$ cat src/rtl/gpo_sched_if.sv
// Bus bundle for gpo_sched: CPU-facing slave port and GPO-facing master port.
interface gpo_sched_if;
  logic        i_rd;
  logic        i_wr;
  logic [31:0] i_addr;
  logic [3:0]  i_wrmask;
  logic [31:0] i_data;
  logic        o_rd_valid;
  logic        o_wr_valid;
  logic [31:0] o_data;
  logic        m_wr;
  logic [31:0] m_addr;
  logic [31:0] m_data;
  logic [3:0]  m_wrmask;
  logic        m_wr_valid;

  modport slave  (input i_rd, i_wr, i_addr, i_wrmask, i_data,
                  output o_rd_valid, o_wr_valid, o_data);
  modport master (output m_wr, m_addr, m_data, m_wrmask,
                  input m_wr_valid);
endinterface

$ cat src/rtl/gpo_sched.sv
// Timed GPO event scheduler: CPU-fed event FIFO drained by a delay/issue/ack FSM
// that writes masks to the GPO set/clear registers.
module gpo_sched #(
  parameter logic [31:0] BASE       = 32'h4000_0100,
  parameter logic [31:0] SET_ADDR   = 32'h4000_0004,
  parameter logic [31:0] CLEAR_ADDR = 32'h4000_0008,
  parameter int          DEPTH      = 8,
  parameter int          CW         = 24,
  parameter int          TMO        = 15
) (
  input  logic         clk,
  input  logic         rst,
  gpo_sched_if.slave   s,
  gpo_sched_if.master  m
);
  localparam int AW   = $clog2(DEPTH);
  localparam int CNTW = AW + 1;
  localparam int TW   = $clog2(TMO + 2);

  typedef struct packed {
    logic          op;    // 1 = clear
    logic [CW-1:0] dly;
    logic [31:0]   mask;
  } evt_t;

  typedef enum logic [1:0] {S_IDLE, S_WAIT, S_ISSUE, S_ACK} state_t;

  state_t          r_state, w_next;
  evt_t            r_mem [DEPTH];
  logic [AW-1:0]   r_wptr, r_rptr;
  logic [CNTW-1:0] r_count;
  logic            r_en, r_ovf, r_tmo_f;
  logic [31:0]     r_dly;
  logic            r_op;
  logic [31:0]     r_mask;
  logic [CW-1:0]   r_cnt;
  logic [TW-1:0]   r_tmo;
  logic            r_rd_valid, r_wr_valid;
  logic [31:0]     r_rdata;

  logic [31:0] w_off, w_rdata;
  logic        w_hit, w_rd, w_wr, w_flush, w_push, w_push_ok, w_pop;
  logic        w_full, w_empty, w_busy, w_tmo_hit, w_unused;
  evt_t        w_new, w_head;

  assign w_off    = s.i_addr - BASE;
  assign w_hit    = (s.i_addr >= BASE) && (w_off < 32'h14);
  assign w_rd     = s.i_rd && w_hit;
  assign w_wr     = s.i_wr && w_hit;
  assign w_unused = ^s.i_wrmask;

  assign w_full    = (r_count == CNTW'(DEPTH));
  assign w_empty   = (r_count == '0);
  assign w_busy    = (r_state != S_IDLE);
  assign w_flush   = w_wr && (w_off == 32'h00) && s.i_data[1];
  // A push that coincides with FLUSH is discarded along with the queue.
  assign w_push    = w_wr && ((w_off == 32'h0C) || (w_off == 32'h10)) && !w_flush;
  assign w_push_ok = w_push && (!w_full || w_pop);
  assign w_new     = '{op: (w_off == 32'h10), dly: r_dly[CW-1:0], mask: s.i_data};
  assign w_head    = r_mem[r_rptr];
  assign w_tmo_hit = (r_state == S_ACK) && !m.m_wr_valid && (r_tmo == TW'(TMO));

  always_ff @(posedge clk) begin
    if (w_push_ok) r_mem[r_wptr] <= w_new;
  end

  always_ff @(posedge clk) begin
    if (rst || w_flush) begin
      r_wptr  <= '0;
      r_rptr  <= '0;
      r_count <= '0;
    end else begin
      if (w_push_ok) r_wptr <= r_wptr + 1'b1;
      if (w_pop)     r_rptr <= r_rptr + 1'b1;
      r_count <= r_count + CNTW'(w_push_ok) - CNTW'(w_pop);
    end
  end

  always_ff @(posedge clk) begin
    if (rst) r_state <= S_IDLE;
    else     r_state <= w_next;
  end

  always_comb begin
    w_next = r_state;
    w_pop  = 1'b0;
    case (r_state)
      S_IDLE:  if (r_en && !w_empty && !w_flush) begin
                 w_pop  = 1'b1;
                 w_next = S_WAIT;
               end
      S_WAIT:  if (w_flush)           w_next = S_IDLE;
               else if (r_cnt == '0)  w_next = S_ISSUE;
      S_ISSUE: w_next = S_ACK;
      S_ACK:   if (m.m_wr_valid || w_tmo_hit) w_next = S_IDLE;
      default: w_next = S_IDLE;
    endcase
  end

  always_ff @(posedge clk) begin
    if (rst) begin
      r_op   <= 1'b0;
      r_mask <= '0;
      r_cnt  <= '0;
      r_tmo  <= '0;
    end else begin
      case (r_state)
        S_IDLE:  if (w_pop) begin
                   r_op   <= w_head.op;
                   r_mask <= w_head.mask;
                   r_cnt  <= w_head.dly;
                 end
        S_WAIT:  if (r_cnt != '0) r_cnt <= r_cnt - 1'b1;
        S_ISSUE: r_tmo <= '0;
        S_ACK:   if (!m.m_wr_valid && !w_tmo_hit) r_tmo <= r_tmo + 1'b1;
        default: ;
      endcase
    end
  end

  always_comb begin
    w_rdata = '0;
    case (w_off)
      32'h00:  w_rdata = {31'b0, r_en};
      32'h04:  w_rdata = {19'b0, r_tmo_f, r_ovf, w_empty, w_full, w_busy, 8'(r_count)};
      32'h08:  w_rdata = r_dly;
      default: w_rdata = '0;
    endcase
  end

  // Sticky flags: a set event in the same cycle as a STATUS write wins.
  always_ff @(posedge clk) begin
    if (rst) begin
      r_en       <= 1'b0;
      r_dly      <= '0;
      r_ovf      <= 1'b0;
      r_tmo_f    <= 1'b0;
      r_rd_valid <= 1'b0;
      r_wr_valid <= 1'b0;
      r_rdata    <= '0;
    end else begin
      r_rd_valid <= w_rd;
      r_wr_valid <= w_wr;
      if (w_rd) r_rdata <= w_rdata;
      if (w_wr && w_off == 32'h00) r_en  <= s.i_data[0];
      if (w_wr && w_off == 32'h08) r_dly <= s.i_data;
      if (w_wr && w_off == 32'h04) begin
        r_ovf   <= 1'b0;
        r_tmo_f <= 1'b0;
      end
      if (w_push && w_full && !w_pop) r_ovf   <= 1'b1;
      if (w_tmo_hit)                  r_tmo_f <= 1'b1;
    end
  end

  assign s.o_rd_valid = r_rd_valid;
  assign s.o_wr_valid = r_wr_valid;
  assign s.o_data     = r_rdata;

  assign m.m_wr     = (r_state == S_ISSUE);
  assign m.m_addr   = m.m_wr ? (r_op ? CLEAR_ADDR : SET_ADDR) : '0;
  assign m.m_data   = m.m_wr ? r_mask : '0;
  assign m.m_wrmask = m.m_wr ? 4'hF : 4'h0;
endmodule
$ cat src/flat_wrapper.sv
// flat-port wrapper written by rule: the top's interface ports become plain ports
module gpo_sched_flat 
#(
  parameter logic [31:0] BASE       = 32'h4000_0100,
  parameter logic [31:0] SET_ADDR   = 32'h4000_0004,
  parameter logic [31:0] CLEAR_ADDR = 32'h4000_0008,
  parameter int          DEPTH      = 8,
  parameter int          CW         = 24,
  parameter int          TMO        = 15
)
  (clk, rst, s_i_rd, s_i_wr, s_i_addr, s_i_wrmask, s_i_data, s_o_rd_valid, s_o_wr_valid, s_o_data, m_m_wr, m_m_addr, m_m_data, m_m_wrmask, m_m_wr_valid);
  gpo_sched_if s_i ();
  gpo_sched_if m_i ();
  input  logic clk;
  input  logic rst;
  input wire logic [$bits(s_i.i_rd)-1:0] s_i_rd;
  input wire logic [$bits(s_i.i_wr)-1:0] s_i_wr;
  input wire logic [$bits(s_i.i_addr)-1:0] s_i_addr;
  input wire logic [$bits(s_i.i_wrmask)-1:0] s_i_wrmask;
  input wire logic [$bits(s_i.i_data)-1:0] s_i_data;
  output wire logic [$bits(s_i.o_rd_valid)-1:0] s_o_rd_valid;
  output wire logic [$bits(s_i.o_wr_valid)-1:0] s_o_wr_valid;
  output wire logic [$bits(s_i.o_data)-1:0] s_o_data;
  output wire logic [$bits(m_i.m_wr)-1:0] m_m_wr;
  output wire logic [$bits(m_i.m_addr)-1:0] m_m_addr;
  output wire logic [$bits(m_i.m_data)-1:0] m_m_data;
  output wire logic [$bits(m_i.m_wrmask)-1:0] m_m_wrmask;
  input wire logic [$bits(m_i.m_wr_valid)-1:0] m_m_wr_valid;
  assign s_i.i_rd = s_i_rd;
  assign s_i.i_wr = s_i_wr;
  assign s_i.i_addr = s_i_addr;
  assign s_i.i_wrmask = s_i_wrmask;
  assign s_i.i_data = s_i_data;
  assign s_o_rd_valid = s_i.o_rd_valid;
  assign s_o_wr_valid = s_i.o_wr_valid;
  assign s_o_data = s_i.o_data;
  assign m_m_wr = m_i.m_wr;
  assign m_m_addr = m_i.m_addr;
  assign m_m_data = m_i.m_data;
  assign m_m_wrmask = m_i.m_wrmask;
  assign m_i.m_wr_valid = m_m_wr_valid;
  gpo_sched #(.BASE(BASE), .SET_ADDR(SET_ADDR), .CLEAR_ADDR(CLEAR_ADDR), .DEPTH(DEPTH), .CW(CW), .TMO(TMO)) u_core (.clk(clk), .rst(rst), .s(s_i), .m(m_i));
endmodule
$ cat config.mk
export PLATFORM = sky130hd
export DESIGN_NAME = gpo_sched_flat
export DESIGN_NICKNAME = d
export VERILOG_FILES = /design/src/rtl/gpo_sched_if.sv /design/src/rtl/gpo_sched.sv /design/src/flat_wrapper.sv
export SDC_FILE = /design/constraint.sdc
export NUM_CORES = 1
export LEC_CHECK = 0
export BUFFER_PORTS_ARGS = -buffer_cell sky130_fd_sc_hd__buf_2
export CAP_MARGIN = 0
export CORE_AREA = 2 2 234 236
export CTS_BUF_LIST = sky130_fd_sc_hd__clkbuf_8
export CTS_CLUSTER_DIAMETER = 50
export DETAILED_ROUTE_END_ITERATION = 8
export DIE_AREA = 0 0 236 238
export SYNTH_ARGS = -nofsm -noshare
export SYNTH_HDL_FRONTEND = slang
export SYNTH_SLANG_ARGS = --single-unit
$ cat constraint.sdc
create_clock -name clk -period 10.2 [get_ports clk]
set_input_delay 2.04 -clock clk [delete_from_list [all_inputs] [get_ports clk]]
set_output_delay 2.04 -clock clk [all_outputs]
set_load 0.1 [all_outputs]
== After elaboration in Yosys (flattened, before gate mapping) ==
Memories as Yosys holds them, arrays and structs flattened. A register that Yosys moved wholly into a read port is not among the register bits.
Cells that the tools add are included.

* Add/sub/neg operators: 7
* Order comparisons: 2
* Equal/unequal tests: 15
* Mux-type cells: 24
* Reduce and logical (&&, ||, !) cells: 41

{| class="wikitable"
|+ Operator list
! operator !! number
|-
| case mux 32 bit (3 select lines) || 1
|-
| == test 32 x 4 -> 1 bit (second input constant) || 2
|-
| two-way mux 32 bit || 2
|-
| two-way mux 24 bit || 2
|-
| case mux 24 bit (2 select lines) || 1
|-
| == test 32 x 3 -> 1 bit (second input constant) || 1
|-
| == test 32 x 5 -> 1 bit (second input constant) || 1
|-
| >= comparator 32 x 31 -> 1 bit (second input constant) || 1
|-
| zero test 32 bit || 1
|-
| less-than comparator 32 x 5 -> 1 bit (second input constant) || 1
|-
| subtractor 32 x 31 -> 32 bit (second input constant) || 1
|-
| zero test 24 bit || 1
|-
| nonzero test 24 bit || 1
|-
| subtractor 24 x 1 -> 24 bit (second input constant) || 1
|-
| logical AND 1 bit || 17
|-
| case mux 5 bit (2 select lines) || 1
|-
| nonzero test 2 bit || 5
|-
| two-way mux 2 bit || 4
|-
| two-way mux 4 bit || 2
|-
| case mux 2 bit (4 select lines) || 1
|-
| two-way mux 1 bit || 7
|-
| adder 3 x 1 -> 3 bit (second input constant) || 2
|-
| zero test 1 bit || 6
|-
| two-way mux 3 bit || 2
|-
| 16 further kinds || 25
|}

* Register bits: 143
* RAM bits: 456
* Input port bits: 73
* Output and inout bits: 103
* Word-level logic and storage cells: 105
* Memories kept: 1

{| class="wikitable"
|+ Memories
! memory !! depth !! bits a word !! read ports !! clocked after memory_dff !! write ports !! line !! text
|-
| u_core.r_mem || 8 || 57 || 1 || 1 || 1 || gpo_sched.sv:29 || <nowiki>evt_t r_mem [DEPTH];</nowiki>
|}

== Depth between registers and ports, before layout ==
Gate-level depths: netlist of run 1.

* Word-level depth: 14
* Mapped depth: 13
* Gate-level depth less buffers: 12

== Worst setup path before layout of run 1 ==
OpenSTA, ideal clock, no wires.

* Kind: input to register
* From: input port s_i_addr[20]
* To: memory u_core.r_mem[3][0] (netlist name) (enable)
* Library setup time: 554 ps
* Arrival time: 8131 ps
* Setup slack: 1515 ps
* Stages: 6
* Buffers on the path: 0
* Cells stage by stage: or4_4 > or4_4 > a21oi_1 > o211ai_1 > or2_2 > nor3b_1

* Longest elaborated chain between the ends: 14
* Elaborated cells on any way between the ends: 21
* Classes of those cells: add/sub (1); order compare (2); eq/ne (2); mux (4); reduce/logical (12)

{| class="wikitable"
|+ RTL lines
! element !! line !! text
|-
| start: declaration || flat_wrapper.sv:18 || <nowiki>input wire logic [$bits(s_i.i_addr)-1:0] s_i_addr;</nowiki>
|-
| subtractor 32 x 31 -> 32 bit || gpo_sched.sv:46 || <nowiki>assign w_off = s.i_addr - BASE;</nowiki>
|-
| less-than comparator 32 x 5 -> 1 bit || gpo_sched.sv:47 || <nowiki>assign w_hit = (s.i_addr >= BASE) && (w_off < 32'h14);</nowiki>
|-
| logical AND 1 bit || gpo_sched.sv:47 ||
|-
| logical AND 1 bit || gpo_sched.sv:49 || <nowiki>assign w_wr = s.i_wr && w_hit;</nowiki>
|-
| logical AND 1 bit (2 in a row) || gpo_sched.sv:55 || <nowiki>assign w_flush = w_wr && (w_off == 32'h00) && s.i_data[1];</nowiki>
|-
| zero test 1 bit || gpo_sched.sv:57, gpo_sched.sv:88 ||
|-
| logical AND 1 bit || gpo_sched.sv:88 || <nowiki>S_IDLE: if (r_en && !w_empty && !w_flush) begin</nowiki>
|-
| two-way mux 1 bit || gpo_sched.sv:88 ||
|-
| two-way mux 1 bit || gpo_sched.sv:87 || <nowiki>case (r_state)</nowiki>
|-
| logical OR 1 bit || gpo_sched.sv:58 || <nowiki>assign w_push_ok = w_push && (!w_full || w_pop);</nowiki>
|-
| logical AND 1 bit * || gpo_sched.sv:58 ||
|-
| two-way mux 1 bit * || gpo_sched.sv:64 || <nowiki>if (w_push_ok) r_mem[r_wptr] <= w_new;</nowiki>
|-
| two-way mux 1 bit (not written as such) * || gpo_sched.sv:64 ||
|-
| end: declaration || gpo_sched.sv:29 ||
|}

Mark *: on every way between the ends. The rest lies on a longest branch, timed or not.

== Final worst setup path of run 1 ==
* From: input port s_i_addr[15]
* To: memory u_core.r_mem[2][28] (netlist name) (enable)

The elaborated chain is that of the path after synthesis.

==> flow_summary.yaml, run 1 <==
cts:
  clock_path_buffers: 3
  cts_resized: 0
  cts_setup_buffers: 0
  cts_num_sinks: 602
  clockRootBuffer: "clkbuf_8"
  clkLatencyLatePin_ns: 0.68
  cts_tree: "yes"
  clk_pin_slew_ns: 0.06
  cts_hold_buf: 0
  cts_max_level: 3
  cts_buffers: 97
sta:
  finalSetupViolCount: 0
  rsz0062_at_grt: "false"
  timing.fmax_ghz: 0.1757
  hold_violations: 0
  relSlewSlack: 0.2858
  fin_setup_tns_ns: 0
  skew_ns: 0.03183
  worst_pin_slew_ns: 1.071
  fin_crit_ns: 5.691
  post-route-period-util: 0.5579
  finalMaxSlewViolations: 0
synth:
  yosys_warnings: 0
  synth_common_cells: "edfxtp_1 (456), dfxtp_1 (146), nor2_1 (116)"
  synth_ff_type: "edfxtp_1"
  postSynthCellCount: 1484
  synth_top_cell_by_area: "edfxtp_1"
  synth.cell_area_mm2: 0.02397
  ys_seq_elements: 602
  ys_seq_area_frac: 0.6931
  avgSynthCellArea_um2: 16.15
  synth.most_common_cell: "edfxtp_1"
  synth_top_cell_area_share: 0.5712
  ys_top_cells_by_area: "edfxtp_1 (57%), dfxtp_1 (12%), mux4_2 (11%)"
  synthArstFlopShare: 0
  synth_edf_count: 456
  synth_cell_type_count: 61
grt:
  grt_usage: 0.1935
  antenna_found_initial: 1
  grt_util_met3: 0.04292
  grt-busiest-layer: "met2"
  grt_pass1_vias: 13780
  grtUsageMet2: 0.3146
  grt_max_degree: 83
  gr-total-overflow: 0
  met1_usage: 0.2645
  grt_pass1_wl_um: 81770
layout:
  final_core_util: 0.5085
  nets: 1738
  design_area_mm2: 0.02720
  area_growth_pct: 13.48
  num_antenna_cells: 0
  fillers: 4515
  layout-drive-gt1-share: 0.2677
  stdcell_count: 2433
power:
  p_int_mw: 3.690
  total_power_mw: 4.754
  switching_share: 0.2238
  power_density_mw_per_mm2: 174.7
  ir_drop_mv: 0.1073
  p_leak_nw: 8.690
  p_switching_mw: 1.064
  combPwrFrac: 0.031
  pwr-share-seq: 0.551
  clkPwrFrac: 0.418
worst_setup_path:
  path_cells: "buf_2, nor3_1, nand4_1, a21oi_1, o211ai_1, nand2b_1, nor3b_2, buf_4"
  slowest_delay_ns: 0.88
  cp-start-kind: "input pin"
  worstSetupEndpointType: "flop"
  critPathSlowestCell: "buf_4"
  crit_required_ns: 10.49
  worstPathMaxFanout: 52
  cp_data_arrival_time_ns: 5.98
  path_class: "in2reg"
floorplan:
  fp.dieW_um: 236
  floorplan.initialDensity: 0.4481
  rows: 85
  io_pins: 176
  die_h_um: 238
  die_area_mm2: 0.05617
  core_area_mm2: 0.05350
routing:
  drt_iter0_drc: 921
  drc: 0
  vias_per_cell: 5.550
  wl_um: 53530
  drtAntennaViolNets: 0
  drt_pass1_iterations: 5
  vias: 13500
  wl_per_cell_um: 22.00
min_path:
  hp-class: "reg2reg"
place:
  dp_hpwl_um: 28820
  post_dp_cell_area_mm2: 0.02529
  place_inst: 2250
  gp_congestion: 0.7703
  numPortBuffers: 142
status:
  status: "complete, no violations"
job:
  drv_cap: 0
## logic make-up (layout without fill, tap and decap cells)
group | count (synthesis) | count (layout) | share of synthesized area
buffers and inverters | 141 | 366 | 0.02923
DFF | 602 | 602 | 0.6931
adders and majority gates | 12 | 12 | 0.006576
other | 1 | 29 | 0.0001564
muxes | 207 | 207 | 0.1460
xor gates and xnor gates | 8 | 8 | 0.002923
AOI/OAI and AO/OA | 185 | 185 | 0.05162
and+or+nand+nor | 328 | 328 | 0.07036
## path summary, 6_finish.rpt
kind	cells past startpoint	slack, ns	from	to
hold / removal	2	0.45	u_core.s.o_data[1]	u_core.s.o_data[1]
hold reg to reg	2	0.45	u_core.s.o_data[1]	u_core.s.o_data[1]
setup / recovery	8	4.51	s_i_addr[15]	u_core.r_mem[2][28]
setup reg to reg	9	6.24	u_core.r_count[2]	u_core.r_mem[2][28]
## per-layer routing
layer | vias to the layer above | routed length, um
li1 | 6082 | -
met1 | 6911 | 23760
met2 | 428 | 25440
met3 | 81 | 3401
met4 | 0 | 935
met5 | - | 0
## worst max-delay path, delay by kind of cell
family          cells  cell delay [ns]
simple gates        4             2.15
buf+inv             2             0.97
compound gates      2             0.73
## state kept, by name, summed over array words and instances, names as in the netlist, 3 cells and up, named ones only
| name | count |
|---|---|
| u_core.r_tmo | 5 |
| u_core.s.o_data | 32 |
| u_core.r_cnt | 24 |
| u_core.r_mem | 456 |
| u_core.r_count | 4 |
| u_core.r_rptr | 3 |
| u_core.r_wptr | 3 |
| u_core.r_mask | 32 |
| u_core.r_dly | 32 |
## per-stage QoR
stage          setup slack, ns  hold slack [ns]
3_3_place_gp             3.887           0.4402
4_1_cts                  4.466           0.4524
3_5_place_dp             3.773           0.4389
6_report                 4.509           0.4498
2_1_floorplan            1.515           0.4207
5_1_grt                  4.161           0.4798
## cell usage in the layout, fill, tap and decap left out, types with 7 or more instances in the layout
| master | n |
|---|---|
| edfxtp_1 | 456 |
| dfxtp_1 | 143 |
| buf_2 | 141 |
| clkbuf_8 | 118 |
| mux4_2 | 114 |
| nor2_1 | 113 |
| mux2i_1 | 92 |
| inv_1 | 59 |
| a21oi_1 | 50 |
| nand2_1 | 48 |
| and2_1 | 36 |
| a211oi_1 | 33 |
| conb_1 | 29 |
| o21ai_0 | 27 |
| nor3b_1 | 25 |
| a31o_2 | 23 |
| nor3_1 | 20 |
| buf_4 | 20 |
| nand3_1 | 17 |
| o21ai_1 | 12 |
| clkinv_1 | 11 |
| ha_1 | 11 |
| clkinv_2 | 10 |
| nand4_1 | 9 |
| and3_1 | 7 |
## cell type report
cell class / instances / area [um^2] / area share
Sequential cell: 602 / 16630 / 0.6112
Tap cell: 696 / 870.8 / 0.03201
Clock buffer: 118 / 1624 / 0.05970
Clock inverter: 65 / 290.3 / 0.01067
Timing Repair Buffer: 162 / 875.8 / 0.03220
Multi-Input combinational cell: 769 / 6835 / 0.2513
Inverter: 21 / 78.83 / 0.002898
## power by group through the flow
stage | combinational [mW] | clock [mW] | sequential, mW
after floorplan | 0.115 | 0 | 2.67
after CTS | 0.150 | 2.04 | 2.62
after global placement | 0.147 | 0 | 2.67
after detailed placement | 0.150 | 0 | 2.67
final | 0.149 | 1.98 | 2.62
after global routing | 0.159 | 2.15 | 2.62
(Power assumes the default switching activity.)
==> inputs of run 2 (changes only) <==
clock period = 5.7 ns   (was 10.2 ns; I/O delays follow)
==> run 2 against run 1 <==
Net effect: global-route usage is 0.20 points higher; clock skew is 0.0039 ns lower; design area is 0.97% higher; largest cell class unchanged; routed wire length is 2.4% higher; die area stayed put; first-iteration DRC count is 12% higher; via count is 0.44% higher; clock power is 78% higher; worst setup slack worse by 3.1 ns; combinational power is 83% higher; utilization is 0.49 points higher.
==> flow_summary.yaml, run 2 (synthesized netlist as in run 1, its figures left out) <==
status:
  status: "complete, no violations"
grt:
  grt_max_degree: 71
  gr-total-overflow: 0
  grt_pass1_vias: 13750
  antenna_found_initial: 4
  grt_usage: 0.1954
  grt_pass1_wl_um: 82730
routing:
  wl_per_cell_um: 22.40
  vias: 13560
  drc: 0
  vias_per_cell: 5.542
  drtAntennaViolNets: 0
  drt_pass1_iterations: 5
  drt_iter0_drc: 1030
  wl_um: 54810
job:
  drv_cap: 0
cts:
  cts_resized: 0
  cts_hold_buf: 0
  cts_max_level: 3
  clk_pin_slew_ns: 0.06
  clockRootBuffer: "clkbuf_8"
  cts_tree: "yes"
  clkLatencyLatePin_ns: 0.68
  cts_buffers: 97
  cts_setup_buffers: 0
  cts_num_sinks: 602
  clock_path_buffers: 3
layout:
  layout_commonest_cell: "edfxtp_1"
  area_growth_pct: 14.57
  fillers: 4484
  num_antenna_cells: 0
  largest_reg_flops: 456
  final_core_util: 0.5134
  layout-drive-gt1-share: 0.2656
  final_cell_mix: "edfxtp_1 (456), dfxtp_1 (143), buf_2 (141), mux4_2 (114), nor2_1 (113)"
  largest_register: "u_core.r_mem"
  nets: 1752
sta:
  rsz0062_at_grt: "false"
  setup_ws_ns: 1.395
  fin_crit_ns: 4.305
  hold_violations: 0
  whs_ns: 0.4550
  relSlewSlack: 0.2367
  timing.fmax_ghz: 0.2323
  post-route-period-util: 0.7552
  finalMaxSlewViolations: 0
  skew_ns: 0.02793
  worst_pin_slew_ns: 1.145
  finalSetupViolCount: 0
floorplan:
  rows: 85
  core_area_mm2: 0.05350
  floorplan.initialDensity: 0.4481
  io_pins: 176
  die_h_um: 238
  fp.dieW_um: 236
  die_area_mm2: 0.05617
min_path:
  hp-class: "reg2reg"
power:
  power_density_mw_per_mm2: 309.0
  clkPwrFrac: 0.416
  p_int_mw: 6.582
  p_leak_nw: 8.827
  combPwrFrac: 0.032
  ir_drop_mv: 0.1849
  switching_share: 0.2245
  p_switching_mw: 1.905
  pwr-share-seq: 0.552
  total_power_mw: 8.487
worst_setup_path:
  worstPathMaxFanout: 9
  crit_required_ns: 6.05
  worstSetupEndpointType: "flop"
  critPathSlowestCell: "nor3_2"
  cp_data_arrival_time_ns: 4.66
  cp-start-kind: "input pin"
  path_class: "in2reg"
  r2r_setup_slack_ns: 2.16
  slowest_delay_ns: 0.79
  path_cells: "buf_2, nor3_1, nand4_1, a21oi_1, o211ai_1, or2_2, nor3_2, buf_4"
place:
  dpl_worst_slack_ns: 0.7119
  numPortBuffers: 142
  dp_hpwl_um: 30740
  gp_congestion: 0.7832
run 2: cell count changes in the layout (fill, tap and decap cells not counted), moves of 2 or more:
cell / previous run / this run
buf_12: 1 / 16
nor3b_4: 0 / 2
bufinv_16: 0 / 2
inv_1: 59 / 73
clkinv_2: 10 / 4
nor3b_2: 4 / 2
clkbuf_8: 118 / 110
run 2: final cells by class:
type,count,area [um^2],area share
well taps,696,870.8,0.03171
multi-input cells,769,6844,0.2492
clock buffers,110,1514,0.05512
inverters,21,78.83,0.002870
clock inverters,73,361.6,0.01317
repair buffers,176,1169,0.04255
flip-flops and latches,602,16630,0.6054
run 2: metal layers:
| metal | GRT usage | share of wire | vias to the layer above |
|---|---|---|---|
| met2 | 0.3237 | 0.48 | 421 |
| met4 | 0.05173 | 0.020 | 6 |
| met1 | 0.2645 | 0.44 | 6953 |
| li1 | - | - | 6091 |
| met5 | 0 | 0.00073 | - |
| met3 | 0.04049 | 0.057 | 91 |
run 2: through the flow:
step / setup TNS, ns / instances / instance area [um^2]
after CTS: 0 / 2447 / 27470
after floorplan: -437.04 / 1512 / 24090
final: 0 / 2447 / 27470
after global placement: 0 / 2264 / 25590
after global routing: 0 / 2447 / 27470
after detailed placement: 0 / 2264 / 25590
run 2: worst max-delay path: cells and delay by family:
kind	cells	cell delay, ns
buffers and inverters	2	0.42
AO/OA/AOI/OAI	2	0.73
AND/OR/NAND/NOR	4	2.35
run 2: worst paths after layout:
| check | start | to | depth (start not counted) |
|---|---|---|---|
| max | s_i_addr[15] | u_core.r_mem[1][3] | 8 |
| min | u_core.s.o_data[1] | u_core.s.o_data[1] | 2 |
| max reg2reg | u_core.r_cnt[0] | u_core.r_cnt[3] | 8 |
| min reg2reg | u_core.s.o_data[1] | u_core.s.o_data[1] | 2 |
run 2: power groups by stage:
stage          logic [mW]  clock network [mW]  registers, mW
6_report            0.272                3.53           4.69
5_1_grt             0.288                3.78           4.68
4_1_cts             0.272                3.61           4.69
3_5_place_dp        0.271                   0           4.78
3_3_place_gp        0.268                   0           4.78
2_1_floorplan       0.205                   0           4.78
==> inputs of run 3 (changes only) <==
ABC_AREA = 1   (was unset)
CORE_AREA = 2 2 239 241   (was 2 2 234 236)
DIE_AREA = 0 0 241 243   (was 0 0 236 238)
clock period = 3.6 ns   (was 5.7 ns; I/O delays follow)
==> run 3 against run 2 <==
Net effect: global-route usage is 1.8 points higher; first-iteration DRC count rose by 30%; worst setup slack lost 0.88 ns; cell count up 36%; register-to-register slack got worse by 1.6 ns; worst hold slack got worse by 0.13 ns; critical endpoint is now m_m_data[20]; sequential cell count is the same; routed wire length increased by 14%; combinational power increased by 15%.
==> flow_summary.yaml, run 3 <==
layout:
  design_area_mm2: 0.02926
  layout-drive-gt1-share: 0.1598
  final_core_util: 0.5230
  largest_register: "u_core.r_mem"
  area_growth_pct: 16.90
  final_cell_mix: "edfxtp_1 (456), nor2_1 (387), nand2_1 (333), o21ai_0 (258), inv_1 (168)"
  layout_commonest_cell: "edfxtp_1"
  nets: 2568
  largest_reg_flops: 456
min_path:
  hold_depth: 4
  hp-class: "in2reg"
  worstHoldStart: "m_m_wr_valid"
floorplan:
  die_h_um: 243
  rows: 87
  die_area_mm2: 0.05856
  floorplan.initialDensity: 0.4474
  io_pins: 176
  fp.dieW_um: 241
  core_area_mm2: 0.05595
sta:
  finalMaxSlewViolations: 0
  timing.fmax_ghz: 0.3238
  whs_ns: 0.3281
  rsz0062_at_grt: "false"
  hold_violations: 0
  finalSetupViolCount: 0
  worst_pin_slew_ns: 0.9806
  skew_ns: 0.04930
  relSlewSlack: 0.3463
  fin_setup_tns_ns: 0
  post-route-period-util: 0.8580
  fin_crit_ns: 3.089
grt:
  gr-total-overflow: 0
  grt_max_degree: 189
  grt_usage: 0.2136
  antenna_found_initial: 2
  grt_pass1_wl_um: 97150
  grt_pass1_vias: 17390
worst_setup_path:
  r2r_start: "u_core.r_cnt[0]"
  cp-start-kind: "flop"
  crit_required_ns: 2.88
  worstPathMaxFanout: 35
  rr_worst_depth: 14
  cp_data_arrival_time_ns: 2.37
  worstSetupEndpointType: "output port"
  path_class: "reg2out"
  r2r_setup_slack_ns: 0.54
synth:
  synth_cell_type_count: 48
  synth_common_cells: "edfxtp_1 (456), nor2_1 (399), nand2_1 (335)"
  ys_seq_elements: 602
  yosys_warnings: 0
  synth.most_common_cell: "edfxtp_1"
  synth.cell_area_mm2: 0.02503
  synth_edf_count: 456
  ys_seq_area_frac: 0.6638
  synth_top_cell_area_share: 0.5470
  synthArstFlopShare: 0
  postSynthCellCount: 2318
  avgSynthCellArea_um2: 10.80
  synth_ff_type: "edfxtp_1"
  synth_top_cell_by_area: "edfxtp_1"
  ys_top_cells_by_area: "edfxtp_1 (55%), dfxtp_1 (12%), nor2_1 (6.0%)"
routing:
  drt_pass1_iterations: 5
  drtAntennaViolNets: 0
  wl_um: 62410
  vias: 17740
  drc: 0
  wl_per_cell_um: 18.77
  drt_iter0_drc: 1343
  vias_per_cell: 5.338
cts:
  cts_resized: 0
  cts_hold_buf: 0
  cts_setup_buffers: 0
  clockRootBuffer: "clkbuf_8"
  cts_tree: "yes"
  clkLatencyLatePin_ns: 0.68
  clock_path_buffers: 3
  cts_max_level: 3
  cts_buffers: 99
  cts_num_sinks: 602
  clk_pin_slew_ns: 0.06
power:
  total_power_mw: 13.41
  p_leak_nw: 10.53
  ir_drop_mv: 0.2938
  power_density_mw_per_mm2: 458.5
place:
  dp_hpwl_um: 36660
  numPortBuffers: 142
  gp_congestion: 0.8351
  post_dp_cell_area_mm2: 0.02735
job:
  drv_cap: 0
status:
  status: "complete, no violations"
==> run 3: cell types whose count changed in the layout (fill, tap and decap cells not counted), sizes merged, moves of 31 or more <==
cell	change
a21oi	+52
a32o	+31
and2	-34
inv	+101
mux2i	-92
mux4	-114
nand2	+294
nor2	+293
o21ai	+218
o22ai	+64
==> run 3: final timing paths <==
| check | to |
|---|---|
| hold reg to reg | u_core.s.o_data[25] |
| setup reg to reg | u_core.r_cnt[18] |
| setup / recovery | m_m_data[20] |
| hold / removal | u_core.r_tmo_f |
==> run 3: per-layer routing <==
| metal | up-vias | track usage | share of wire |
|---|---|---|---|
| met5 | - | 0 | 0 |
| met4 | 0 | 0.06373 | 0.015 |
| met3 | 75 | 0.04015 | 0.061 |
| met2 | 541 | 0.3545 | 0.48 |
| met1 | 8709 | 0.2843 | 0.44 |
| li1 | 8419 | - | - |
==> run 3: metrics by stage <==
step	std cells	setup WS, ns
2_1_floorplan	2346	-0.4398
3_3_place_gp	3138	0.06057
3_5_place_dp	3138	0.04022
4_1_cts	3322	0.4279
5_1_grt	3324	0.2587
6_report	3324	0.5113
==> run 3: cell type report <==
| type | instances | area [um^2] |
|---|---|---|
| Antenna cell | 2 | 5.005 |
| Clock buffer | 116 | 1597 |
| Clock inverter | 68 | 312.8 |
| Fill cell | 5015 | 26690 |
| Inverter | 143 | 545.5 |
| Multi-Input combinational cell | 1436 | 7279 |
| Sequential cell | 602 | 16620 |
| Tap cell | 756 | 945.9 |
| Timing Repair Buffer | 201 | 1954 |
==> run 3: power breakdown <==
part	switching (mW)	internal (mW)
logic	0.264	0.0478
clock network	2.69	3.00
registers	0.0000000000181	7.42
total	2.95	10.5
==> run 3: critical path, stage by stage (launching register included) <==
cell and delay (ns):
dfxtp_1 0.40, inv_1 0.07, nor2_2 0.23, clkinv_1 0.10, buf_4 0.30, nor2_1 0.34, buf_12 0.22
==> run 3: logic make-up after synthesis <==
logic type / synth area share
simple gates: 0.1334
flops: 0.6638
compound gates: 0.1371
buf+inv: 0.05368
xor+xnor: 0.005598
fa+ha+maj: 0.006298
other cells: 0.0001498
